**src/rtl/fft_pkg.sv**
```systemverilog
// Shared types and default sizing for the FFT frame sequencer.
// The state enum and parameter defaults live here so every block agrees on them.
package fft_pkg;

  localparam int DEF_BIT_WIDTH = 16;
  localparam int DEF_N         = 9;
  localparam int DEF_FFT_SIZE  = 512;
  localparam int DEF_TIMEOUT   = 8192;

  typedef enum logic [2:0] {
    ST_IDLE,
    ST_LOAD,
    ST_START,
    ST_RUN,
    ST_READ,
    ST_FLUSH
  } fft_state_t;

  // Counter width able to hold timeout-1; never narrower than one bit.
  function automatic int wd_width(input int timeout);
    return (timeout > 2) ? $clog2(timeout) : 1;
  endfunction

endpackage

```
**src/rtl/fft_seq_if.sv**
```systemverilog
// Control/status bundle between the frame sequencer and its surroundings
// (sample source, RAM load port, address controller, result consumer).
interface fft_seq_if import fft_pkg::*; #(
  parameter int N = DEF_N
);

  logic         enable;
  logic         sample_valid;
  logic         fft_done;
  logic         ovf_clr;

  logic         fft_load;
  logic [N-1:0] add_rd;
  logic         fft_start;
  logic         bf_enable;
  logic         rd_valid;
  logic [N-2:0] rd_bin;
  logic         frame_done;
  logic         busy;
  logic         overrun;
  logic         seq_err;

  // Sequencer side.
  modport master (
    input  enable, sample_valid, fft_done, ovf_clr,
    output fft_load, add_rd, fft_start, bf_enable, rd_valid, rd_bin,
           frame_done, busy, overrun, seq_err
  );

  // Environment side.
  modport slave (
    output enable, sample_valid, fft_done, ovf_clr,
    input  fft_load, add_rd, fft_start, bf_enable, rd_valid, rd_bin,
           frame_done, busy, overrun, seq_err
  );

endinterface

```
**src/rtl/fft_watchdog.sv**
```systemverilog
// Loadable down-counter guarding the butterfly phase: loaded with TIMEOUT-1,
// counts down while run is high, and strobes expired on the last allowed cycle.
module fft_watchdog import fft_pkg::*; #(
  parameter int TIMEOUT = DEF_TIMEOUT
) (
  input  logic clk,
  input  logic reset,
  input  logic load,
  input  logic run,
  output logic expired
);

  localparam int W = wd_width(TIMEOUT);

  logic [W-1:0] cnt_reg;

  always_ff @(posedge clk or posedge reset) begin
    if (reset) begin
      cnt_reg <= '0;
    end else if (load) begin
      cnt_reg <= W'(TIMEOUT - 1);
    end else if (run && (cnt_reg != '0)) begin
      cnt_reg <= cnt_reg - W'(1);
    end
  end

  assign expired = run && (cnt_reg == '0);

endmodule

```
**src/rtl/fft_seq.sv**
```systemverilog
// Frame sequencer for an in-place FFT: loads FFT_SIZE samples, kicks the
// address controller, supervises the butterfly run and streams out half the bins.
module fft_seq import fft_pkg::*; #(
  parameter int BIT_WIDTH = DEF_BIT_WIDTH,
  parameter int N         = DEF_N,
  parameter int FFT_SIZE  = DEF_FFT_SIZE,
  parameter int TIMEOUT   = DEF_TIMEOUT
) (
  input  logic        clk,
  input  logic        reset,
  fft_seq_if.master   bus
);

  localparam logic [N-1:0] LAST_LOAD = N'(FFT_SIZE - 1);
  localparam logic [N-2:0] LAST_BIN  = (N-1)'(FFT_SIZE / 2 - 1);

  // The datapath width only matters to the RAM and butterfly, not to sequencing.
  logic unused_bit_width;
  assign unused_bit_width = (BIT_WIDTH > 0);

  fft_state_t   state_reg, state_next;
  logic [N-1:0] load_cnt_reg, load_cnt_next;
  logic [N-2:0] rd_cnt_reg, rd_cnt_next;
  logic [N-2:0] rd_bin_reg;
  logic         rd_valid_reg;
  logic         abort_reg, abort_next;
  logic         overrun_reg, overrun_next;
  logic         seq_err_reg, seq_err_next;

  logic fft_load, fft_start, bf_enable, frame_done;
  logic wd_load, wd_run, wd_expired;
  logic drop;

  assign wd_load = (state_reg == ST_START);
  assign wd_run  = (state_reg == ST_RUN);

  fft_watchdog #(
    .TIMEOUT (TIMEOUT)
  ) u_watchdog (
    .clk     (clk),
    .reset   (reset),
    .load    (wd_load),
    .run     (wd_run),
    .expired (wd_expired)
  );

  always_comb begin
    state_next    = state_reg;
    load_cnt_next = load_cnt_reg;
    rd_cnt_next   = rd_cnt_reg;
    abort_next    = abort_reg;
    seq_err_next  = seq_err_reg;
    fft_load      = 1'b0;
    fft_start     = 1'b0;
    bf_enable     = 1'b0;
    frame_done    = 1'b0;

    case (state_reg)
      ST_IDLE: begin
        if (bus.enable) begin
          state_next    = ST_LOAD;
          load_cnt_next = '0;
        end
      end

      ST_LOAD: begin
        if (bus.sample_valid) begin
          fft_load = 1'b1;
          if (load_cnt_reg == LAST_LOAD) begin
            load_cnt_next = '0;
            state_next    = ST_START;
          end else begin
            load_cnt_next = load_cnt_reg + N'(1);
          end
        end
      end

      ST_START: begin
        fft_start  = 1'b1;
        state_next = ST_RUN;
      end

      ST_RUN: begin
        bf_enable = 1'b1;
        if (bus.fft_done) begin
          state_next  = ST_READ;
          rd_cnt_next = '0;
          abort_next  = 1'b0;
        end else if (wd_expired) begin
          seq_err_next = 1'b1;
          state_next   = ST_IDLE;
        end
      end

      ST_READ: begin
        rd_cnt_next = rd_cnt_reg + (N-1)'(1);
        if (rd_cnt_reg == LAST_BIN) begin
          state_next = ST_FLUSH;
        end else if (!bus.fft_done) begin
          // Results vanished mid-stream: finish the pending read but do not claim a frame.
          seq_err_next = 1'b1;
          abort_next   = 1'b1;
          state_next   = ST_FLUSH;
        end
      end

      ST_FLUSH: begin
        frame_done = !abort_reg;
        if (bus.enable) begin
          state_next    = ST_LOAD;
          load_cnt_next = '0;
        end else begin
          state_next = ST_IDLE;
        end
      end

      default: begin
        state_next = ST_IDLE;
      end
    endcase
  end

  // A drop always sets the flag, even when a clear arrives in the same cycle.
  assign drop         = bus.sample_valid && (state_reg != ST_LOAD);
  assign overrun_next = drop | (overrun_reg & ~bus.ovf_clr);

  always_ff @(posedge clk or posedge reset) begin
    if (reset) begin
      state_reg    <= ST_IDLE;
      load_cnt_reg <= '0;
      rd_cnt_reg   <= '0;
      rd_bin_reg   <= '0;
      rd_valid_reg <= 1'b0;
      abort_reg    <= 1'b0;
      overrun_reg  <= 1'b0;
      seq_err_reg  <= 1'b0;
    end else begin
      state_reg    <= state_next;
      load_cnt_reg <= load_cnt_next;
      rd_cnt_reg   <= rd_cnt_next;
      rd_bin_reg   <= rd_cnt_reg;
      rd_valid_reg <= (state_reg == ST_READ);
      abort_reg    <= abort_next;
      overrun_reg  <= overrun_next;
      seq_err_reg  <= seq_err_next;
    end
  end

  assign bus.fft_load   = fft_load;
  assign bus.add_rd     = load_cnt_reg;
  assign bus.fft_start  = fft_start;
  assign bus.bf_enable  = bf_enable;
  assign bus.rd_valid   = rd_valid_reg;
  assign bus.rd_bin     = rd_bin_reg;
  assign bus.frame_done = frame_done;
  assign bus.busy       = (state_reg != ST_IDLE);
  assign bus.overrun    = overrun_reg;
  assign bus.seq_err    = seq_err_reg;

endmodule

```
**src/flat_wrapper.sv**
```systemverilog
// flat-port wrapper written by rule: the top's interface ports become plain ports
module fft_seq_flat import fft_pkg::*;
#(
  parameter int BIT_WIDTH = DEF_BIT_WIDTH,
  parameter int N         = DEF_N,
  parameter int FFT_SIZE  = DEF_FFT_SIZE,
  parameter int TIMEOUT   = DEF_TIMEOUT
)
  (clk, reset, bus_enable, bus_sample_valid, bus_fft_done, bus_ovf_clr, bus_fft_load, bus_add_rd, bus_fft_start, bus_bf_enable, bus_rd_valid, bus_rd_bin, bus_frame_done, bus_busy, bus_overrun, bus_seq_err);
  fft_seq_if #(.N(N)) bus_i ();
  input  logic clk;
  input  logic reset;
  input wire logic [$bits(bus_i.enable)-1:0] bus_enable;
  input wire logic [$bits(bus_i.sample_valid)-1:0] bus_sample_valid;
  input wire logic [$bits(bus_i.fft_done)-1:0] bus_fft_done;
  input wire logic [$bits(bus_i.ovf_clr)-1:0] bus_ovf_clr;
  output wire logic [$bits(bus_i.fft_load)-1:0] bus_fft_load;
  output wire logic [$bits(bus_i.add_rd)-1:0] bus_add_rd;
  output wire logic [$bits(bus_i.fft_start)-1:0] bus_fft_start;
  output wire logic [$bits(bus_i.bf_enable)-1:0] bus_bf_enable;
  output wire logic [$bits(bus_i.rd_valid)-1:0] bus_rd_valid;
  output wire logic [$bits(bus_i.rd_bin)-1:0] bus_rd_bin;
  output wire logic [$bits(bus_i.frame_done)-1:0] bus_frame_done;
  output wire logic [$bits(bus_i.busy)-1:0] bus_busy;
  output wire logic [$bits(bus_i.overrun)-1:0] bus_overrun;
  output wire logic [$bits(bus_i.seq_err)-1:0] bus_seq_err;
  assign bus_i.enable = bus_enable;
  assign bus_i.sample_valid = bus_sample_valid;
  assign bus_i.fft_done = bus_fft_done;
  assign bus_i.ovf_clr = bus_ovf_clr;
  assign bus_fft_load = bus_i.fft_load;
  assign bus_add_rd = bus_i.add_rd;
  assign bus_fft_start = bus_i.fft_start;
  assign bus_bf_enable = bus_i.bf_enable;
  assign bus_rd_valid = bus_i.rd_valid;
  assign bus_rd_bin = bus_i.rd_bin;
  assign bus_frame_done = bus_i.frame_done;
  assign bus_busy = bus_i.busy;
  assign bus_overrun = bus_i.overrun;
  assign bus_seq_err = bus_i.seq_err;
  fft_seq #(.BIT_WIDTH(BIT_WIDTH), .N(N), .FFT_SIZE(FFT_SIZE), .TIMEOUT(TIMEOUT)) u_core (.clk(clk), .reset(reset), .bus(bus_i));
endmodule
```
**config.mk**
```make
export PLATFORM = sky130hd
export DESIGN_NAME = fft_seq_flat
export DESIGN_NICKNAME = d
export VERILOG_FILES = /design/src/rtl/fft_pkg.sv /design/src/rtl/fft_seq_if.sv /design/src/rtl/fft_watchdog.sv /design/src/rtl/fft_seq.sv /design/src/flat_wrapper.sv
export SDC_FILE = /design/constraint.sdc
export NUM_CORES = 1
export LEC_CHECK = 0
export CORE_ASPECT_RATIO = 0.9
export CORE_MARGIN = 2
export CORE_UTILIZATION = 40
export DETAILED_ROUTE_END_ITERATION = 10
export GPL_TIMING_DRIVEN = 0
export PLACE_DENSITY = 0.68
export SYNTH_ARGS = -nofsm -noshare
export SYNTH_HDL_FRONTEND = slang
export SYNTH_SLANG_ARGS = --single-unit
export TNS_END_PERCENT = 5
```
**constraint.sdc**
```tcl
create_clock -name clk -period 4.7 [get_ports clk]
set_input_delay 0.705 -clock clk [delete_from_list [all_inputs] [get_ports clk]]
set_output_delay 0.705 -clock clk [all_outputs]
set_load 0.05 [all_outputs]
```
==> out/metrics.yaml, run 1 <==
outcome:
  status: "completed"
logic_synthesis:
  yosys_warnings: 0
  synth_cell_type_count: 48
  seq_area_frac_synth_pct: 50.1
  postSynthCellCount: 223
  syn-cell-area_um2: 2250
  synth_edf_count: 0
  async_flop_share_pct: 100
  avgSynthCellArea_um2: 10.1
  synth_nets: 234
  synthFlopType: "dfrtp_1"
  ys_ff_latch: 45
power_and_ir_drop:
  p_leak_uw: 0.00116
  vdd_drop_max_v: 0.000289
  p_per_area_nw_per_um2: 570
  p_total_uw: 1580
min_path:
  min_path_type: "flip-flop to flip-flop"
  whs_path_depth: 0
clocking:
  cts_max_level: 2
  clock-sinks: 45
  worstSkewPairLatency_ps: 300
  cts.repair.resized: 0
  postCtsHoldBufs: 0
  cts_buffers: 5
  cts_buffer_depth: 2
  cts_tree: "yes"
  clock-root-buffer: "clkbuf_8"
  post_cts.repair.setup_buffers: 0
  clk_pin_slew_worst_paths_ps: 80
sta:
  layout_setup_ws_ps: 1570
  max_freq_mhz: 319
  slew_headroom_pct: 66.6
  clock_skew_ps: 4.03
  timing.final.crit_share_pct: 66.6
  grt_setup_unrepaired: "false"
  setup_violations: 0
  layout_min_cycle_time_ps: 3130
  slew_violations: 0
  tightest_slew_ps: 499
  setup-tns-final_ps: 0
  hold_viol: 0
placed_design:
  dpl.hpwl_um: 3380
  post-place-ws_ps: 1570
  place.gp.congestion: 0.831
  port_buffers: 30
global_routing:
  antenna_found_initial: 0
  grt_pass1_vias: 1716
  grt_usage_pct: 16.3
  grt_pass1_wl_um: 8150
  overflow: 0
  grt_max_degree: 37
critical_path:
  worstPathRequired_ps: 3990
  rr_worst_depth: 10
  start_kind: "input port"
  crit_path_max_fanout: 5
  path_class: "input port to primary output"
  endpoint_kind: "primary output"
  crit_arrival_ps: 2430
flow_run:
  maxCapViolCount: 0
routing:
  viasPerCell: 5.48
  drt_iter0_drc: 159
  ant_nets: 0
  drc: 0
  avgRoutedWirePerCell_um: 14.4
  dr.pass1.iters: 4
  drt_wl_total_um: 4720
  vias: 1803
die:
  die-area_um2: 6230
  rows: 25
  initial_utilization_pct: 42.0
  coreArea_um2: 5350
  pin_count: 31
  die_y_um: 75.1
  fp.dieW_um: 83.0
cells_and_area:
  antenna_cells: 0
  nets: 272
  multi_input_area_um2: 1030
  drive_above_1_share_pct: 8.40
  fillers: 498
  seq_area_um2: 1130
  area.growth.synth_to_final_pct: 23.2
  largest_reg_flops: 13
-- cells by family after synthesis --
logic type / count (synthesis) / share of synthesized area (%)
AO/OA/AOI/OAI: 46 / 14.0
XOR/XNOR: 4 / 1.56
adder cells (fa/ha/maj): 5 / 2.78
buffers and inverters: 20 / 4.12
flip-flops: 45 / 50.1
multiplexers: 6 / 2.73
AND/OR/NAND/NOR: 97 / 24.7
-- stage by stage --
stage          util (%)  instances  instance area (um2)  hold WS [ps]
2_1_floorplan         -        223                 2250           393
3_3_place_gp       49.2        320                 2630           430
3_5_place_dp       49.6        321                 2650           432
4_1_cts            51.7        329                 2770           451
5_1_grt            51.7        329                 2770           468
6_report           51.7        329                 2770           443
-- path summary, 6_finish.rpt --
path	start	to	slack, ps
max in group asynchronous	reset	u_core.bus.add_rd[1]	3600
hold / removal	u_core.rd_cnt_reg[7]	u_core.bus.rd_bin[7]	440
setup / recovery	bus_sample_valid	bus_fft_load	1570
min in group asynchronous	reset	u_core.u_watchdog.cnt_reg[8]	640
hold reg to reg	u_core.rd_cnt_reg[7]	u_core.bus.rd_bin[7]	440
setup reg to reg	u_core.bus.add_rd[0]	u_core.bus.add_rd[3]	2430
-- layout make-up --
cell class,count,share of cell area [%]
buffer,10,1.94
clock buffer,7,3.12
clock inverter,1,1.08
inverter,10,1.40
multi-input combinational,158,37.2
sequential,45,40.7
tap,67,3.03
timing repair buffer,31,11.6
-- layer usage --
| metal | share of wire, % | up-vias | GRT usage [%] |
|---|---|---|---|
| li1 | - | 892 | - |
| met2 | 46 | 29 | 25.5 |
| met5 | 0 | - | 0 |
| met4 | 1.3 | 0 | 6.01 |
| met1 | 49 | 876 | 22.8 |
| met3 | 4.1 | 6 | 3.40 |
-- synth_stat cells, types with 2 or more instances --
master	number	share of area (%)
nand2_1	20	3.3
or4_1	5	1.7
o31ai_1	5	1.7
or3_1	6	1.7
nand4_1	4	1.1
a21o_1	4	1.3
nor3b_1	2	0.67
mux2i_1	5	2.2
a22o_1	4	1.6
nor4_1	2	0.56
o211ai_1	2	0.67
dfrtp_1	45	50
nand2b_1	2	0.56
nor4b_1	2	0.78
a21oi_1	2	0.45
nor3_1	3	0.67
and2_1	2	0.56
xnor2_1	2	0.78
clkbuf_1	4	0.67
ha_1	5	2.8
nand3_1	26	5.8
xor2_1	2	0.78
inv_1	9	1.5
buf_2	4	0.89
and3_1	3	0.84
a211oi_1	3	1.0
nor2_1	10	1.7
o21ai_0	18	4.0
and4_1	3	1.2
-- report_power, final --
group	internal [uW]	leakage [uW]	total, uW	switching, uW
Clock	173	0.0000585	304	131
Combinational	259	0.000554	716	457
Sequential	480	0.000544	557	77.4
Total	912	0.00116	1580	665
-- placed cells by master (no fill, tap or decap), drive strengths merged, types with 3 or more instances in the layout --
cell           instances
mux2i                  5
or4                    5
nor2                  10
nand2                 20
dfrtp                 45
a21o                   4
ha                     5
clkbuf                11
o21ai                 18
o31ai                  5
a22o                   4
and4                   3
or3                    6
buf                    7
inv                    9
nor3                   4
nand3                 27
nand4                  5
clkdlybuf4s50         30
a211oi                 3
and3                   3
-- critical path: stages --
cell and delay (ps):
clkdlybuf4s50_1 560, nand2_1 100, nor3_1 200, clkdlybuf4s50_1 850
No activity file was read; power rests on OpenSTA's default activity.
==> run 2: changes to the inputs <==
Settings changed: PLACE_DENSITY 0.68 to 0.71.
Clock period 4.7 ns to 2.6 ns, I/O delays scaled along.
==> run 2 against run 1 <==
Clock skew grew 4.7 ps. Via count up 0.22%. Global-route usage shrank 0.60 points. Core utilization fell by 0.21 points. Combinational power increased by 80%. Worst hold slack worse by 120 ps. Cell count unchanged. Die area unchanged. First-iteration DRC count decreased by 11%. Critical path type is now flip-flop to primary output. Highest routed layer unchanged.
==> out/metrics.yaml, run 2 (synthesis results as in run 1) <==
clocking:
  postCtsHoldBufs: 0
  cts_buffer_depth: 2
  clk_pin_slew_worst_paths_ps: 90
  worstSkewPairLatency_ps: 300
  cts_buffers: 5
  clock-root-buffer: "clkbuf_8"
  clock-sinks: 45
  cts_max_level: 2
  cts_tree: "yes"
sta:
  slew_violations: 0
  tightest_slew_ps: 507
  max_freq_mhz: 407
  clock_skew_ps: 8.69
  setup-tns-final_ps: 0
  slew_headroom_pct: 66.1
  grt_setup_unrepaired: "false"
  layout_min_cycle_time_ps: 2460
  setup_violations: 0
  timing.final.crit_share_pct: 94.6
  layout_setup_ws_ps: 140
  hold_viol: 0
critical_path:
  timing.rr.start: "u_core.bus.add_rd[0]"
  path_buf_inv: 4
  cp_slowest_cell: "clkdlybuf4s15_1"
  crit_path_max_incr_delay_ps: 500
  rr_worst_depth: 10
  worstPathRequired_ps: 2210
  crit_arrival_ps: 2070
  path_class: "flip-flop to primary output"
  crit_path_frequent_cell: "inv_1"
  crit_path_max_fanout: 10
  endpoint_kind: "primary output"
  start_kind: "flip-flop"
  cp_top_family: "buffers and inverters"
  crit_path_cell_trace: "buf_2 > inv_1 > or3_1 > inv_1 > clkdlybuf4s15_1"
  path_depth: 5
  rr_endpoint: "u_core.bus.add_rd[3]"
  rrSetupSlack_ps: 340
cells_and_area:
  largest_reg_flops: 13
  layout_commonest_cell: "dfrtp_1"
  final_util_pct: 51.5
  drive_above_1_share_pct: 9.16
  final_design_area_no_fill_um2: 2760
  final_cell_mix: "dfrtp_1, clkdlybuf4s50_1, nand3_1, nand2_1, o21ai_0"
  area.growth.synth_to_final_pct: 22.7
  antenna_cells: 0
  nets: 272
routing:
  drt_iter0_drc: 141
  avgRoutedWirePerCell_um: 13.9
  drc: 0
  dr.pass1.iters: 4
  drt_wl_total_um: 4580
  viasPerCell: 5.49
  ant_nets: 0
  vias: 1807
placed_design:
  port_buffers: 30
  dpl.hpwl_um: 3290
  place.gp.congestion: 0.799
  post-place-ws_ps: 82.3
  place_area_um2: 2660
min_path:
  min_path_type: "input port to async pin"
outcome:
  status: "completed"
die:
  pin_count: 31
  die_y_um: 75.1
  fp.dieW_um: 83.0
  die-area_um2: 6230
  coreArea_um2: 5350
  initial_utilization_pct: 42.0
  rows: 25
power_and_ir_drop:
  vdd_drop_max_v: 0.000475
  p_leak_uw: 0.00117
  p_per_area_nw_per_um2: 1000
  p_total_uw: 2760
global_routing:
  grt_max_degree: 37
  grt_pass1_wl_um: 7890
  grt_pass1_vias: 1690
  antenna_found_initial: 0
  overflow: 0
  grt_usage_pct: 15.7
flow_run:
  maxCapViolCount: 0
run 2: stage by stage:
| step | hold WS (ps) | std cells |
|---|---|---|
| final | 327 | 329 |
| after global routing | 342 | 329 |
| after CTS | 337 | 329 |
| after detailed placement | 438 | 321 |
| after global placement | 426 | 320 |
| after floorplan | 393 | 223 |
run 2: layer usage:
layer	track usage [%]	up-vias	wire length, um
li1	-	895	-
met1	22.2	881	2360
met2	24.6	27	2030
met3	3.07	4	141
met4	5.65	0	43
met5	0	-	0
run 2: how the worst max path moves through the flow:
stage | slack [ps] | to | startpoint
final | 140 | bus_fft_start | u_core.state_reg[1]
after floorplan | 320 | u_core.state_reg[0] | u_core.bus.add_rd[0]
after CTS | 80 | bus_fft_load | bus_sample_valid
after global routing | 10 | bus_fft_start | u_core.state_reg[1]
after detailed placement | 80 | bus_fft_load | bus_sample_valid
after global placement | 100 | bus_fft_load | bus_sample_valid
run 2: cell type report:
type	count	area, um2
timing repair buffer	31	323
buffer	10	53.8
multi-input combinational	158	1030
clock buffer	6	82.6
inverter	10	38.8
clock inverter	2	13.8
fill	471	2590
tap	67	83.8
sequential	45	1130
run 2: power breakdown:
group | total [uW] | leakage, uW | switching [uW] | internal (uW)
Combinational | 1290 | 0.000572 | 827 | 467
Sequential | 1010 | 0.000544 | 141 | 868
Clock | 455 | 0.0000512 | 239 | 216
run 2: what timing repair did:
| action | 4_1_cts | 5_1_grt |
|---|---|---|
| gates resized for setup | 1 | 2 |
| buffers inserted | 0 | 0 |
| setup endpoints to repair | 1 | 2 |
==> run 3: changes to the inputs <==
Settings changed: CORE_MARGIN 2 to 10.
==> run 3 against run 2 <==
Worst hold slack worse by 6.8 ps. Via count down 0.66%. Design area down 0.23%. Fmax down 1.6%. Power up 0.63%. Combinational power about the same. Clock skew down 2.0 ps. Critical path depth down 1. Largest cell class unchanged. Highest routed layer unchanged.
==> out/metrics.yaml, run 3 (synthesis results as in run 1) <==
critical_path:
  timing.rr.start: "u_core.bus.add_rd[0]"
  path_class: "input port to primary output"
  crit_path_max_fanout: 5
  rr_endpoint: "u_core.bus.add_rd[3]"
  start_kind: "input port"
  rrSetupSlack_ps: 340
  endpoint_kind: "primary output"
  crit_arrival_ps: 2110
  rr_worst_depth: 10
  worstPathRequired_ps: 2210
power_and_ir_drop:
  vdd_drop_max_v: 0.000539
  p_leak_uw: 0.00115
  p_total_uw: 2770
  p_per_area_nw_per_um2: 1010
routing:
  avgRoutedWirePerCell_um: 14.3
  drc: 0
  drt_iter0_drc: 42
  drt_wl_total_um: 4720
  dr.pass1.iters: 4
  viasPerCell: 5.46
  vias: 1795
  ant_nets: 0
global_routing:
  grt_pass1_vias: 1731
  grt_pass1_wl_um: 8390
  grt_max_degree: 37
  grt_usage_pct: 10.9
  overflow: 0
  antenna_found_initial: 0
clocking:
  cts_tree: "yes"
  worstSkewPairLatency_ps: 310
  cts_max_level: 2
  clk_pin_slew_worst_paths_ps: 90
  cts_buffers: 5
  postCtsHoldBufs: 0
  cts_buffer_depth: 2
  clock-root-buffer: "clkbuf_8"
  clock-sinks: 45
placed_design:
  dpl.hpwl_um: 3530
  port_buffers: 30
  place.gp.congestion: 0.786
  placedCellCount: 321
die:
  rows: 25
  die-area_um2: 9020
  fp.dieW_um: 99.0
  pin_count: 31
  coreArea_um2: 5350
  initial_utilization_pct: 42.0
  die_y_um: 91.1
cells_and_area:
  area.growth.synth_to_final_pct: 22.4
  nets: 272
  layout_commonest_cell: "dfrtp_1"
  final_cell_mix: "dfrtp_1, clkdlybuf4s50_1, nand3_1, nand2_1, o21ai_0"
  drive_above_1_share_pct: 9.54
  fin_cells: 329
  largest_reg_flops: 13
  antenna_cells: 0
sta:
  grt_setup_unrepaired: "false"
  hold_viol: 0
  slew_violations: 0
  max_freq_mhz: 400
  setup-tns-final_ps: 0
  tightest_slew_ps: 513
  setup_violations: 0
  clock_skew_ps: 6.68
  slew_headroom_pct: 65.7
  layout_min_cycle_time_ps: 2500
  timing.final.crit_share_pct: 96.2
flow_run:
  maxCapViolCount: 0
min_path:
  min_path_type: "input port to async pin"
outcome:
  status: "completed"
==> run 3: per-layer routing <==
metal / track usage, % / vias up / wire length [um]
met1: 14.3 / 855 / 2240
li1: - / 905 / -
met3: 3.56 / 5 / 205
met5: 0 / - / 0
met2: 16.6 / 30 / 2210
met4: 2.86 / 0 / 58
==> run 3: power breakdown <==
group          internal, uW  switching (uW)
Sequential              867             138
Combinational           466             835
Clock                   203             266
==> run 3: timing repair <==
item | 4_1_cts | 5_1_grt
setup buffers | 0 | 0
setup endpoints to repair | 1 | 1
gates resized for setup | 1 | 2
==> run 3: critical path, cell delays in order <==
cell and delay, ps:
clkdlybuf4s50_1 540, nand2_1 100, nor3_1 220, clkdlybuf4s50_1 860
==> run 3: how the worst max path moves through the flow <==
stage                                    start             endpoint  slack [ps]  cells past startpoint
after floorplan           u_core.bus.add_rd[0]  u_core.state_reg[0]         320                      9
after CTS                  u_core.state_reg[1]        bus_fft_start          50                      5
final                         bus_sample_valid         bus_fft_load         100                      4
after global routing          bus_sample_valid         bus_fft_load          10                      4
after detailed placement      bus_sample_valid         bus_fft_load          80                      4
after global placement        bus_sample_valid         bus_fft_load         100                      4
==> run 3: final cells by class <==
class / instances / area [um2]
Fill cell: 471 / 2600
Timing Repair Buffer: 31 / 315
Multi-Input combinational cell: 158 / 1030
Clock inverter: 3 / 28.8
Clock buffer: 5 / 68.8
Inverter: 10 / 38.8
Sequential cell: 45 / 1130
Tap cell: 67 / 83.8
Buffer: 10 / 53.8
==> run 3: through the flow <==
stage | utilization [%] | setup WS [ps] | hold slack, ps | area, um2
2_1_floorplan | - | 316 | 393 | 2250
3_3_place_gp | 49.3 | 103 | 428 | 2640
3_5_place_dp | 49.7 | 84.4 | 428 | 2660
4_1_cts | 51.5 | 51.5 | 324 | 2750
5_1_grt | 51.4 | 11.9 | 327 | 2750
6_report | 51.4 | 99.1 | 320 | 2750
